File: src/rtl/mac_seq_ctrl.sv
// +--------------------------------------------------------------------------+
// | mac_seq_ctrl : FIFO -> IMEM -> ALU MAC burst sequencer with timeout      |
// | Rev 1.0                                                                  |
// +--------------------------------------------------------------------------+
`timescale 1ns/1ps
`default_nettype none

module mac_seq_ctrl #(
  parameter int SHIFT_CYCLES = 1,
  parameter int BURST_LEN    = 4,
  parameter int TO_W         = 8,
  parameter int CNT_W        = 16,
  localparam int IDX_W       = (BURST_LEN > 1) ? $clog2(BURST_LEN) : 1
) (
  input  logic             clk,
  input  logic             reset,
  input  logic             start,
  input  logic             continuous,
  input  logic             abort,
  input  logic             clear_err,
  input  logic [TO_W-1:0]  timeout_limit,
  input  logic             fifo_empty,
  input  logic             mac_done,
  output logic             read_enable,
  output logic             shift_enable,
  output logic             start_mac,
  output logic             done,
  output logic             busy,
  output logic             timeout_err,
  output logic [IDX_W-1:0] sample_idx,
  output logic [CNT_W-1:0] job_count
);

  localparam int SC_W = (SHIFT_CYCLES > 1) ? $clog2(SHIFT_CYCLES) : 1;
  localparam logic [SC_W-1:0]  SC_LAST  = SC_W'(SHIFT_CYCLES - 1);
  localparam logic [IDX_W-1:0] IDX_LAST = IDX_W'(BURST_LEN - 1);

  localparam logic [2:0] S_IDLE  = 3'd0;
  localparam logic [2:0] S_FETCH = 3'd1;
  localparam logic [2:0] S_READ  = 3'd2;
  localparam logic [2:0] S_SHIFT = 3'd3;
  localparam logic [2:0] S_START = 3'd4;
  localparam logic [2:0] S_WAIT  = 3'd5;
  localparam logic [2:0] S_DONE  = 3'd6;
  localparam logic [2:0] S_ERR   = 3'd7;

  logic [2:0]       state_q, state_d;
  logic [IDX_W-1:0] idx_q, idx_d;
  logic [SC_W-1:0]  sc_q, sc_d;
  logic [TO_W-1:0]  to_q, to_d;
  logic [CNT_W-1:0] jc_q, jc_d;

  always_comb begin
    state_d = state_q;
    idx_d   = idx_q;
    sc_d    = sc_q;
    to_d    = to_q;
    jc_d    = jc_q;
    case (state_q)
      S_IDLE: begin
        if (start) begin
          state_d = S_FETCH;
          idx_d   = '0;
        end
      end
      S_FETCH: begin
        if (!fifo_empty) state_d = S_READ;
      end
      S_READ: begin
        state_d = S_SHIFT;
        sc_d    = '0;
      end
      S_SHIFT: begin
        if (sc_q == SC_LAST) begin
          if (idx_q == IDX_LAST) begin
            state_d = S_START;
          end else begin
            state_d = S_FETCH;
            idx_d   = idx_q + IDX_W'(1);
          end
        end else begin
          sc_d = sc_q + SC_W'(1);
        end
      end
      S_START: begin
        state_d = S_WAIT;
        to_d    = '0;
      end
      S_WAIT: begin
        // mac_done takes priority over a timeout expiring in the same cycle
        if (mac_done) begin
          state_d = S_DONE;
        end else if ((timeout_limit != '0) && (to_q == timeout_limit - TO_W'(1))) begin
          state_d = S_ERR;
        end else begin
          to_d = to_q + TO_W'(1);
        end
      end
      S_DONE: begin
        jc_d = jc_q + CNT_W'(1);
        if (continuous) begin
          state_d = S_FETCH;
          idx_d   = '0;
        end else begin
          state_d = S_IDLE;
        end
      end
      S_ERR: begin
        if (clear_err) state_d = S_IDLE;
      end
      default: state_d = S_IDLE;
    endcase

    // Abort overrides every transition; the job counter is deliberately kept.
    if (abort && (state_q != S_IDLE) && (state_q != S_ERR)) begin
      state_d = S_IDLE;
      idx_d   = '0;
      sc_d    = '0;
      to_d    = '0;
    end
  end

  always_ff @(posedge clk or posedge reset) begin
    if (reset) begin
      state_q <= S_IDLE;
      idx_q   <= '0;
      sc_q    <= '0;
      to_q    <= '0;
      jc_q    <= '0;
    end else begin
      state_q <= state_d;
      idx_q   <= idx_d;
      sc_q    <= sc_d;
      to_q    <= to_d;
      jc_q    <= jc_d;
    end
  end

  assign read_enable  = (state_q == S_READ);
  assign shift_enable = (state_q == S_SHIFT);
  assign start_mac    = (state_q == S_START);
  assign done         = (state_q == S_DONE);
  assign busy         = (state_q != S_IDLE);
  assign timeout_err  = (state_q == S_ERR);
  assign sample_idx   = idx_q;
  assign job_count    = jc_q;

endmodule

`default_nettype wire

File: config.mk
export PLATFORM = sky130hd
export DESIGN_NAME = mac_seq_ctrl
export DESIGN_NICKNAME = d
export VERILOG_FILES = /design/src/rtl/mac_seq_ctrl.sv
export SDC_FILE = /design/constraint.sdc
export NUM_CORES = 1
export LEC_CHECK = 0
export CORE_MARGIN = 3
export CORE_UTILIZATION = 50
export CTS_BUF_LIST = sky130_fd_sc_hd__clkbuf_4 sky130_fd_sc_hd__clkbuf_8 sky130_fd_sc_hd__clkbuf_16
export DETAILED_ROUTE_END_ITERATION = 10
export MAX_ROUTING_LAYER = met4
export PLACE_DENSITY = 0.75
export SLEW_MARGIN = 20
export SYNTH_ARGS = -nofsm -noshare
export SYNTH_HDL_FRONTEND = slang
export SYNTH_SLANG_ARGS = --single-unit
File: constraint.sdc
create_clock -name clk -period 2.69 [get_ports clk]
set_clock_uncertainty 0.1 [all_clocks]
set_input_delay 0.4035 -clock clk [delete_from_list [all_inputs] [get_ports clk]]
set_output_delay 0.4035 -clock clk [all_outputs]
set_load 0.02 [all_outputs]
## After elaboration in Yosys (flattened, before gate mapping)

Index checks and enable logic that the tools add are counted.

| storage, ports and cells | value |
|---|---|
| register bits after elaboration | 30 |
| input bits | 16 |
| output and inout bits | 24 |
| logic and storage cells | 64 |

| cells by class | value |
|---|---|
| add/sub/neg operators | 5 |
| equal/unequal tests | 19 |
| mux-type cells | 23 |
| reductions and logical operators | 12 |

Operator list:

| cell | number |
|---|---|
| two-way mux 3 bit | 8 |
| two-way mux 8 bit | 3 |
| case mux 3 bit (8 select lines) | 1 |
| adder 16 x 1 -> 16 bit, second input constant | 1 |
| case mux 8 bit (2 select lines) | 1 |
| inequality test 3 bit, second input constant | 5 |
| equality test 3 bit, second input constant | 4 |
| inequality test 3 x 2 -> 1 bit, second input constant | 4 |
| two-way mux 2 bit | 5 |
| AND reduction 5 bit | 2 |
| nonzero test 3 bit | 3 |
| adder 8 x 1 -> 8 bit, second input constant | 1 |
| equality test 8 bit | 1 |
| nonzero test 8 bit | 1 |
| subtractor 8 x 1 -> 8 bit, second input constant | 1 |
| equality test 3 x 2 -> 1 bit, second input constant | 2 |
| case mux 2 bit (3 select lines) | 1 |
| inequality test 4 bit, second input constant | 1 |
| nonzero test 4 bit | 1 |
| equality test 3 x 1 -> 1 bit, second input constant | 1 |
| logical AND 1 bit | 3 |
| logical NOT 3 bit | 1 |
| two-way mux 1 bit | 3 |
| AND reduction 3 bit | 1 |
| 4 further kinds | 4 |

## Longest topological paths before layout

| depth | value |
|---|---|
| depth after elaboration | 7 |
| depth in mapped cells | 11 |

## Least setup slack after synthesis

OpenSTA, ideal clock, no wires.

| timing | value |
|---|---|
| kind | input to register |
| start | input timeout_limit[3] |
| end | register to_q[7] |
| library setup time | 0.078 ns |
| arrival time | 2.182 ns |
| data required time | 2.512 ns |
| setup slack | 0.330 ns |
| stages | 9 |
| path buffers | 1 |
| cells stage by stage | or2_4 > or3_4 > and2_0 > o211a_1 > o211ai_2 > a21oi_2 > buf_6 > or3_1 > a21oi_1 |

| on the way | value |
|---|---|
| longest elaborated chain between the ends | 5 |

RTL lines:

| element | RTL line | source |
|---|---|---|
| from (decl) | 21 | `input logic [TO_W-1:0] timeout_limit,` |
| subtractor 8 x 1 -> 8 bit | 93 | `end else if ((timeout_limit != '0) && (to_q == timeout_limit - TO_W'(1))) begin` |
| equality test 8 bit | 93 |  |
| logical AND 1 bit * | 93 |  |
| inequality test 3 bit (no source line) * | -- |  |
| AND reduction 3 bit (no source line) * | -- |  |
| to (signal assigned) | 134 | `to_q <= to_d;` |
| to (decl) | 50 | `logic [TO_W-1:0] to_q, to_d;` |

Mark *: on every way between the ends. The rest lies on a longest branch, timed or not.
A chain may end at the register's enable or synchronous reset.

## Worst setup path after layout

| timing | value |
|---|---|
| start | input timeout_limit[3] |
| end | register to_q[4] |

Same word-level chain as after synthesis.

==> flow_metrics.env <==
export IMPL_drc=0
export IMPL_clock_sinks=29
export IMPL_antenna_found_initial=0
export IMPL_syn_inst=200
export IMPL_worstPathArrival_ns=2.72
export IMPL_required_ns=2.82
export IMPL_power_clock_fraction_pct=23.3
export IMPL_rrSetupSlack_ns=0.34
export IMPL_tightestPinTransition_ns=0.657
export IMPL_yosys_warnings=0
export IMPL_ios=40
export IMPL_finalCritPeriodShare_pct=96.5
export IMPL_synth_ff_type="dfrtp_1"
export IMPL_synth_largest_area_cell="dfrtp_1"
export IMPL_leakagePower_nw=1.04
export IMPL_area_growth_pct=34.6
export IMPL_synth_top_area_share_pct=40.7
export IMPL_slowest_delay_ns=0.42
export IMPL_switching_share_pct=34.3
export IMPL_clk_pin_slew_worst_paths_ns=0.09
export IMPL_cts_root_buf="clkbuf_4"
export IMPL_syn_avg_cell_area_sq_um=8.92
export IMPL_coreArea_sq_mm=0.00339
export IMPL_antennaDiodeCount=0
export IMPL_postCtsHoldBufs=0
export IMPL_fp_dieW_um=65.7
export IMPL_grt_max_degree=30
export IMPL_start_kind="input pin"
export IMPL_ys_top_cells_by_count="dfrtp_1 (29), nand2_1 (19), xnor2_1 (19), nor2_1 (14), o21ai_0 (12)"
export IMPL_critPathMostFrequentCell="or2_4"
export IMPL_syn_area_sq_mm=0.00178
export IMPL_cts_setup_buffers=0
export IMPL_p_int_w=0.000758
export IMPL_nFillCells=260
export IMPL_drive_gt1_share_pct=11.9
export IMPL_finalHoldViolations=0
export IMPL_post_route_min_period_ns=2.60
export IMPL_synth_edff_count=0
export IMPL_wl_met2_um=2060
export IMPL_ys_seq_elements=29
export IMPL_fin_nets=273
export IMPL_numCtsBuffers=5
export IMPL_first_iter_violations=124
export IMPL_synth_top_cells_by_area="dfrtp_1 (41%), xnor2_1 (9.3%), nand2_1 (4.0%)"
export IMPL_clock_latency_ns=0.33
export IMPL_path_class="input pin to register"
export IMPL_gp_congestion=0.958
export IMPL_powerDensity_mw_per_mm2=480
export IMPL_grt_ovfl_total=0
export IMPL_initial_core_util_pct=52.6
export IMPL_first_global_vias=1562
export IMPL_clock_path_buffers=2
export IMPL_worst_path_max_delay_cell="clkdlybuf4s50_1"
export IMPL_std_cell_rows=21
export IMPL_top_layer_used="met4"
export IMPL_port_buffers=39
export IMPL_die_area_sq_mm=0.00432
export IMPL_yosysMostFrequentCell="dfrtp_1"
export IMPL_drt_pass1_iter_count=5
export IMPL_ir_drop_v=0.000473
export IMPL_status="completed"
export IMPL_crit_fanout=6
export IMPL_viasPerCell=5.56
export IMPL_htree_levels=2
export IMPL_seqCellArea_sq_um=726
export IMPL_drt_met1_wl_um=1830
export IMPL_grt_usage_pct=20.5
export IMPL_synth_cell_types=46
export IMPL_tns_ns=0
export IMPL_holdWs_ns=0.346
export IMPL_drv_cap=0
export IMPL_dr_wl_met3_um=202
export IMPL_async_flop_share_pct=100
export IMPL_synth_nets=220
export IMPL_grt_pass1_wl_um=6770
export IMPL_cp_cell_sequence="clkdlybuf4s50_1 -> or2_4 -> or3_4 -> and2_0 -> o211a_1 -> o211ai_4 -> a21oi_4 -> or2_4 -> o31ai_1"
export IMPL_vias=1662
export IMPL_switchingPower_w=0.000395
export IMPL_wl_um=4130
export IMPL_setup_violations=0
export IMPL_hpwl_um=2990
export IMPL_cts_tree="done"
export IMPL_hold_class="input pin to asynchronous set/reset pin"
export IMPL_finalMaxSlewViolations=0
export IMPL_ant_nets=0
export IMPL_seq_area_frac_synth_pct=40.7
export IMPL_pwr_share_seq_pct=45.7
export IMPL_slew_headroom_pct=55.9
export IMPL_multi_input_area_sq_mm=0.00102
export IMPL_endpoint_kind="register"
export IMPL_fmax_mhz=385
export IMPL_wl_per_cell_um=13.8
export IMPL_power_frac_comb_pct=31.0
export IMPL_chipHeight_um=65.7
-- timing repair --
item	in CTS	in global routing
endpoints found under the setup margin	2	8
pin swaps	0	5
gates resized for setup	1	7
gates cloned	0	1
-- state kept, by name, indices dropped and copies added, names as in the netlist --
name	count
job_count	16
sample_idx	2
state_q	3
to_q	8
-- critical path, delay by kind of cell --
kind | cells | cell delay (ns)
AO/OA/AOI/OAI | 4 | 0.84
buffers and inverters | 1 | 0.42
AND/OR/NAND/NOR | 4 | 1.05
-- power groups by stage --
stage	Combinational [W]	Clock, W	Sequential, W
2_1_floorplan	0.000258	0	0.000489
3_3_place_gp	0.000342	0	0.000531
3_5_place_dp	0.000343	0	0.000533
4_1_cts	0.000350	0.000278	0.000524
5_1_grt	0.000394	0.000297	0.000534
6_report	0.000357	0.000269	0.000527
-- layer usage --
| layer | track usage, % | vias to the layer above |
|---|---|---|
| met4 | 5.18 | 0 |
| met2 | 32.8 | 55 |
| met3 | 6.32 | 6 |
| li1 | - | 823 |
| met5 | - | - |
| met1 | 25.3 | 778 |
-- layout by cell type, fill, tap and decap left out, types with 2 or more instances in the layout --
| master | instances |
|---|---|
| a21oi_1 | 8 |
| a31oi_1 | 2 |
| and3_1 | 3 |
| and4_1 | 2 |
| buf_4 | 13 |
| clkbuf_4 | 6 |
| clkdlybuf4s50_1 | 37 |
| dfrtp_1 | 29 |
| dlymetal6s2s_1 | 2 |
| ha_1 | 4 |
| inv_1 | 11 |
| nand2_1 | 19 |
| nand2b_1 | 5 |
| nand3_1 | 11 |
| nand3b_1 | 2 |
| nand4_1 | 6 |
| nor2_1 | 14 |
| nor2b_1 | 2 |
| nor3_1 | 3 |
| nor4_1 | 2 |
| o21ai_0 | 12 |
| o221ai_1 | 2 |
| o22ai_1 | 3 |
| o31ai_1 | 2 |
| or2_4 | 2 |
| or3_1 | 3 |
| xnor2_1 | 19 |
| xor2_1 | 5 |
-- kinds of logic after synthesis --
group	count (synthesis)	synth area share, %
buf+inv	18	4.21
compound gates	42	15.7
mux	1	0.631
simple gates	82	24.2
fa+ha+maj	4	2.81
flops	29	40.7
xor+xnor	24	11.8
-- final timing paths --
kind | start | endpoint | depth (start not counted)
max in group asynchronous | reset | to_q[1] | 3
max reg2reg | to_q[4] | to_q[4] | 8
min | reset | job_count[10] | 3
min reg2reg | job_count[15] | job_count[15] | 1
min in group clk | job_count[15] | job_count[15] | 1
max | timeout_limit[3] | to_q[4] | 9
-- area by class of cell --
| type | instances | area share [%] |
|---|---|---|
| multi-input combinational | 154 | 42.7 |
| sequential | 29 | 30.2 |
| inverter | 11 | 1.72 |
| tap | 46 | 2.40 |
| timing repair buffer | 52 | 20.5 |
| clock buffer | 7 | 2.45 |
-- stage by stage --
| step | instance area, sq um | util [%] | setup WS (ns) | std cells | power [W] |
|---|---|---|---|---|---|
| floorplan | 1780 | - | 0.330 | 200 | 0.000748 |
| global placement | 2300 | 67.7 | -0.269 | 291 | 0.000874 |
| detailed placement | 2300 | 67.7 | -0.361 | 291 | 0.000876 |
| CTS | 2360 | 69.7 | 0.0459 | 298 | 0.00115 |
| global route | 2400 | 70.8 | -0.00256 | 299 | 0.00123 |
| finish | 2400 | 70.8 | 0.0950 | 299 | 0.00115 |
Note: power is estimated with default switching activity, not from simulation.
